==> src/rtl/serializer_arb_pkg.sv <==
// Shared types for the serializer transmit arbiter: FSM states, default byte
// width and the grant-index width helper.
package serializer_arb_pkg;

    localparam int DATA_W_DEF = 8;

    typedef enum logic [1:0] {
        ST_IDLE  = 2'd0,
        ST_START = 2'd1,
        ST_WAIT  = 2'd2
    } arb_state_e;

    function automatic int grant_w(input int n);
        return (n > 1) ? $clog2(n) : 1;
    endfunction

endpackage

==> src/rtl/serializer_tx_arbiter_rr_pick.sv <==
// Combinational round-robin picker: the first set request bit searching
// from last+1 upward, wrapping modulo N_REQ.
module rr_pick
    import serializer_arb_pkg::*;
#(
    parameter int N_REQ = 4,
    parameter int GW    = grant_w(N_REQ)
) (
    input  logic [N_REQ-1:0] req_i,
    input  logic [GW-1:0]    last_i,
    output logic             valid_o,
    output logic [GW-1:0]    win_o
);

    logic [GW-1:0] idx;

    // Walk from the farthest offset down so the nearest requester wins.
    always_comb begin
        win_o = '0;
        idx   = '0;
        for (int k = N_REQ; k >= 1; k--) begin
            idx = GW'((int'(last_i) + k) % N_REQ);
            if (req_i[idx]) begin
                win_o = idx;
            end
        end
    end

    assign valid_o = |req_i;

endmodule

==> src/rtl/serializer_tx_arbiter.sv <==
// Round-robin arbiter sharing one byte serializer between N_REQ producers.
// Optional watchdog on the WAIT state is enabled with `define ARB_WDOG_EN.
module serializer_tx_arbiter
    import serializer_arb_pkg::*;
#(
    parameter  int N_REQ       = 4,
    parameter  int DATA_W      = DATA_W_DEF,
    parameter  int WDOG_CYCLES = 1024,
    localparam int GW          = grant_w(N_REQ)
) (
    input  logic                    clk,
    input  logic                    rst_n,
    input  logic [N_REQ-1:0]        req,
    input  logic [N_REQ*DATA_W-1:0] req_data,
    output logic [N_REQ-1:0]        ack,
    output logic                    ser_start,
    output logic [DATA_W-1:0]       ser_data,
    input  logic                    ser_busy,
    input  logic                    ser_done,
    output logic [GW-1:0]           grant_id,
    output logic                    arb_busy,
    output logic                    wdog_err
);

    arb_state_e        state_q;
    logic [N_REQ-1:0]  ack_q;
    logic              ser_start_q;
    logic              arb_busy_q;
    logic [DATA_W-1:0] ser_data_q;
    logic [GW-1:0]     grant_q;
    logic [GW-1:0]     last_q;
    logic [GW-1:0]     pick_win;
    logic              pick_valid;
    logic              launch;
    logic [DATA_W-1:0] byte_arr [N_REQ];

    for (genvar gi = 0; gi < N_REQ; gi++) begin : g_bytes
        assign byte_arr[gi] = req_data[gi*DATA_W +: DATA_W];
    end

    rr_pick #(
        .N_REQ (N_REQ),
        .GW    (GW)
    ) u_rr_pick (
        .req_i   (req),
        .last_i  (last_q),
        .valid_o (pick_valid),
        .win_o   (pick_win)
    );

    // A grant may be issued from IDLE, or straight out of WAIT on ser_done.
    assign launch = pick_valid && !ser_busy &&
                    ((state_q == ST_IDLE) || ((state_q == ST_WAIT) && ser_done));

`ifdef ARB_WDOG_EN
    localparam int             WCW       = $clog2(WDOG_CYCLES) + 1;
    localparam logic [WCW-1:0] WDOG_LAST = WCW'(WDOG_CYCLES - 1);
    logic [WCW-1:0] wdog_cnt_q;
    logic           wdog_err_q;
    assign wdog_err = wdog_err_q;
`else
    assign wdog_err = 1'b0;
`endif

    always_ff @(posedge clk or negedge rst_n) begin
        if (!rst_n) begin
            state_q     <= ST_IDLE;
            ack_q       <= '0;
            ser_start_q <= 1'b0;
            arb_busy_q  <= 1'b0;
            ser_data_q  <= '0;
            grant_q     <= '0;
            last_q      <= GW'(N_REQ - 1);
`ifdef ARB_WDOG_EN
            wdog_cnt_q  <= '0;
            wdog_err_q  <= 1'b0;
`endif
        end else begin
            ack_q       <= '0;
            ser_start_q <= 1'b0;
            if (launch) begin
                ser_data_q  <= byte_arr[pick_win];
                grant_q     <= pick_win;
                ack_q       <= N_REQ'(1) << pick_win;
                ser_start_q <= 1'b1;
                arb_busy_q  <= 1'b1;
                state_q     <= ST_START;
            end else begin
                case (state_q)
                    ST_IDLE: ;
                    ST_START: begin
                        last_q  <= grant_q;
                        state_q <= ST_WAIT;
`ifdef ARB_WDOG_EN
                        wdog_cnt_q <= '0;
`endif
                    end
                    ST_WAIT: begin
                        if (ser_done) begin
                            state_q    <= ST_IDLE;
                            arb_busy_q <= 1'b0;
                        end
`ifdef ARB_WDOG_EN
                        else if (wdog_cnt_q == WDOG_LAST) begin
                            wdog_err_q <= 1'b1;
                            state_q    <= ST_IDLE;
                            arb_busy_q <= 1'b0;
                        end else begin
                            wdog_cnt_q <= wdog_cnt_q + 1'b1;
                        end
`endif
                    end
                    default: begin
                        state_q    <= ST_IDLE;
                        arb_busy_q <= 1'b0;
                    end
                endcase
            end
        end
    end

    assign ack       = ack_q;
    assign ser_start = ser_start_q;
    assign ser_data  = ser_data_q;
    assign grant_id  = grant_q;
    assign arb_busy  = arb_busy_q;

endmodule
==> config.mk <==
export PLATFORM = sky130hd
export DESIGN_NAME = serializer_tx_arbiter
export DESIGN_NICKNAME = d
export VERILOG_FILES = /design/src/rtl/serializer_arb_pkg.sv /design/src/rtl/serializer_tx_arbiter_rr_pick.sv /design/src/rtl/serializer_tx_arbiter.sv
export SDC_FILE = /design/constraint.sdc
export NUM_CORES = 1
export LEC_CHECK = 0
export CAP_MARGIN = 20
export CORE_UTILIZATION = 50
export CTS_CLUSTER_DIAMETER = 200
export DETAILED_ROUTE_END_ITERATION = 10
export DONT_BUFFER_PORTS = 1
export PLACE_DENSITY = 0.72
export SLEW_MARGIN = 15
export SYNTH_ARGS = -nofsm -noshare
export SYNTH_HDL_FRONTEND = slang
export SYNTH_SLANG_ARGS = --single-unit
==> constraint.sdc <==
create_clock -name clk -period 2.1 [get_ports clk]
set_clock_uncertainty 0.05 [all_clocks]
set_input_delay 0.42 -clock clk [delete_from_list [all_inputs] [get_ports clk]]
set_output_delay 0.42 -clock clk [all_outputs]
set_load 0.05 [all_outputs]
==> results.rst <==
.. list-table::
   :header-rows: 1

   * - Metric
     - Value
   * - Ratio of routed vias to standard cells
     - 6.02
   * - Total gr overflow
     - 0
   * - Fraction of the core area covered by cells at the end of the flow
     - 58.9%
   * - Class of the tightest hold or removal check
     - in -> reg
   * - Synthesized net count
     - 151
   * - Slowest cell on crit path
     - sky130_fd_sc_hd__dfstp_2
   * - H-Tree Depth
     - 1
   * - Clk_lat worst skew
     - 0.30 ns
   * - Cell area after synthesis
     - 0.00123 mm^2
   * - Data arrival, critical path
     - 2.08 ns
   * - FF-to-FF path depth
     - 6
   * - Count of buffers from port buffering
     - 0
   * - Seq cells post-synth
     - 20
   * - Required @ worst endpoint
     - 2.24 ns
   * - Effective utilization at floorplan
     - 54.6%
   * - Num CTS Buffers
     - 3
   * - CTS tree
     - yes
   * - Setup_tns
     - 0 ns
   * - Clock transition at the registers of the reported paths
     - 0.12 ns
   * - Die Ht
     - 51.6 um
   * - Drt first-iter violations
     - 22
   * - Gates resized, CTS repair
     - 0
   * - Series of cell instances along the critical path
     - and2b_4 > o21ai_4 > and3_1 > buf_4 > mux2i_1 > a211oi_2
   * - Leading area contributor after synthesis
     - sky130_fd_sc_hd__dfrtp_1
   * - Number of violations of the max-capacitance limit
     - 0
   * - Growth of design area from synthesis to finish
     - 8.04%
   * - Cells after Synth
     - 111
   * - Hold Crit Depth
     - 1
   * - Post-synthesis average cell area
     - 11.1 um^2
   * - Total vias in the final route
     - 879
   * - Pre-Repair DR Iteration Count
     - 4
   * - Post-synth top area share
     - 36.6%
   * - Achievable frequency
     - 514 MHz
   * - Buffer levels on the longest clock path
     - 2
   * - Nature of the critical path startpoint
     - flip-flop
   * - Area of the core region
     - 0.00225 mm^2
   * - Number of nets at the end of the flow
     - 159
   * - Gr usage total
     - 20.7%
   * - P per Cell Area
     - 1480 mW/mm^2
   * - Static Leak
     - 0.000574 uW
   * - Worst path max stage delay
     - 0.57 ns
   * - Pin count of the biggest net entering global routing
     - 22
   * - Worst IR Drop VDD
     - 0.716 mV
   * - Worst Setup End Kind
     - flip-flop
   * - Total number of placement rows
     - 17
   * - Fillers
     - 211
   * - Number of antenna diodes
     - 0
   * - Worst-case headroom to the max-slew limit
     - 37.2%
   * - Share of final-layout standard cells stronger than drive strength 1
     - 33.9%
   * - Die width
     - 51.6 um
   * - I/O pin cnt
     - 57
   * - Worst Setup SP
     - last_q[0]$_DFFE_PN1P_
   * - Transition time at the pin with the least slew margin
     - 0.939 ns
   * - Sequential share of the synthesized area
     - 40.9%
   * - Buffering stage count on the worst path with inverters included
     - 1
   * - Power Total
     - 1960 uW
   * - Ranking of synthesized cells by area
     - sky130_fd_sc_hd__dfrtp_1 37%, sky130_fd_sc_hd__a211oi_2 14%, sky130_fd_sc_hd__mux2i_1 6.5%, sky130_fd_sc_hd__dfstp_2 4.3%, sky130_fd_sc_hd__a31oi_1 4.1%
   * - Start of the worst register-to-register path
     - last_q[0]$_DFFE_PN1P_
   * - CTS sink cnt
     - 20
   * - Worst-path fanout max
     - 21
   * - Count of distinct cell types in the synthesized netlist
     - 33
   * - Total DRC errors in the routed layout
     - 0
   * - Total setup violations reported at the end of the flow
     - 0
   * - Count of warnings emitted by yosys
     - 0
   * - Post-CTS Repair Setup Buffers
     - 0
   * - Run status
     - finished clean
   * - CP delay by family, top
     - flip-flops
   * - Share of the clock period used by the worst path after layout
     - 92.7%
   * - Post-route minimum period
     - 1.95 ns
   * - Final antenna-violating net count
     - 0
   * - Gpl congestion
     - 0.757
   * - HPWL reported at the end of detailed placement
     - 2060 um
   * - Overall die area
     - 0.00266 mm^2
   * - Vias in the first global route
     - 921
   * - First-pass GRT wire length
     - 4070 um
   * - Depth of the critical timing path with buffers and inverters included
     - 6
   * - Category of the critical setup timing path
     - reg -> reg
   * - Final Max Tran Viols
     - 0
   * - Final Hold Violating Endpoints
     - 0
   * - Worst min-delay path startpoint
     - ser_busy
   * - Routed WL per cell
     - 18.1 um
   * - Routed wire length
     - 2640 um
   * - Number of antenna violations at the first check in global routing
     - 0
   * - Setup repair after global routing missed its margin
     - false
   * - Root buf cell
     - sky130_fd_sc_hd__clkbuf_4
[synthesized netlist by cell type (all sizes together)]
library cell  instances
dfrtp                18
a211oi               16
nor2                 13
inv                  11
a31oi                 8
mux2i                 8
buf                   6
o21ai                 6
and2b                 4
nor2b                 3
a2111oi               2
a21o                  2
and3                  2
dfstp                 2
nand2                 2
a21oi                 1
and2                  1
conb                  1
mux2                  1
nor4                  1
o311a                 1
or2                   1
or3b                  1
[path summary, 6_finish.rpt]
path | end | slack [ns]
worst min register to register | state_q[0]$_DFFE_PN0P_ | 0.54
max in group asynchronous | grant_id[0]$_DFFE_PN0P_ | 0.78
worst min-delay path | state_q[0]$_DFFE_PN0P_ | 0.13
min in group asynchronous | ack[0]$_DFF_PN0_ | 0.64
worst max-delay path | ser_data[5]$_DFFE_PN0P_ | 0.15
worst max register to register | ser_data[5]$_DFFE_PN0P_ | 0.15
[where the power goes]
group / internal, uW / switching, uW / total [uW] / leakage [uW]
Combinational: 270 / 321 / 591 / 0.000311
Sequential: 529 / 523 / 1050 / 0.000236
Clock: 193 / 126 / 319 / 0.0000279
Total: 992 / 970 / 1960 / 0.000574
[layout make-up]
class	count	area, um^2	area share (%)
inverters	11	41.3	3.11
clock buffers	3	22.5	1.69
clock inverters	1	30.0	2.26
multi-input cells	74	627	47.2
flip-flops and latches	20	503	37.9
well taps	28	35.0	2.64
repair buffers	9	70.1	5.27
[metrics by stage]
step / std cells / instance area, um^2 / hold slack [ns] / worst slack, ns
final: 146 / 1330 / 0.129 / 0.154
after global routing: 146 / 1330 / 0.102 / 0.0859
after CTS: 146 / 1330 / 0.115 / 0.154
after detailed placement: 141 / 1270 / 0.0748 / 0.181
after global placement: 141 / 1270 / 0.0748 / 0.287
after floorplan: 111 / 1230 / 0.0744 / 0.300
[registers in the layout (all words and copies together) (netlist names)]
signal and count:
ser_data 8, arb_busy 1, last_q 2, grant_id 2
ack 4, ser_start 1, state_q 2
[cells by family (layout without fill, tap and decap cells)]
logic type	after synthesis	in the layout	synth area share [%]
and+or+nand+nor	28	28	13.7
buffers and inverters	17	24	8.14
DFF	20	20	40.9
other	1	1	0.305
AOI/OAI and AO/OA	36	36	29.5
muxes	9	9	7.43
[repair_timing]
action                     in CTS  in global routing
hold buffers                    1                  0
hold endpoints to repair       20                  0
setup endpoints to repair       0                  0
[worst reg2reg max path, delay by kind of cell, from the launching register on]
| family | cells | cell delay [ns] |
|---|---|---|
| buffers and inverters | 1 | 0.29 |
| AOI/OAI and AO/OA | 2 | 0.26 |
| muxes | 1 | 0.31 |
| DFF | 1 | 0.57 |
| and+or+nand+nor | 2 | 0.35 |
[layout by cell type, fill, tap and decap left out, types with 2 or more instances in the layout]
cell type / n
sky130_fd_sc_hd__clkbuf_4: 3
sky130_fd_sc_hd__a211oi_1: 2
sky130_fd_sc_hd__o21ai_4: 2
sky130_fd_sc_hd__nor2b_1: 2
sky130_fd_sc_hd__o21ai_0: 3
sky130_fd_sc_hd__a211oi_2: 14
sky130_fd_sc_hd__dfrtp_1: 18
sky130_fd_sc_hd__a31oi_1: 8
sky130_fd_sc_hd__and2b_4: 3
sky130_fd_sc_hd__nor2_1: 13
sky130_fd_sc_hd__dfstp_2: 2
sky130_fd_sc_hd__mux2i_1: 8
sky130_fd_sc_hd__inv_1: 11
sky130_fd_sc_hd__a21o_1: 2
sky130_fd_sc_hd__buf_4: 8
sky130_fd_sc_hd__and3_1: 2
[routing by layer]
metal / track usage, % / vias to the layer above / part of all wire (%)
met5: 0 / - / 0
met4: 7.21 / 0 / 1.3
met3: 5.85 / 4 / 8.0
met2: 38.1 / 48 / 53
met1: 22.4 / 416 / 38
li1: - / 411 / -
No activity file was read; power rests on OpenSTA's default activity.
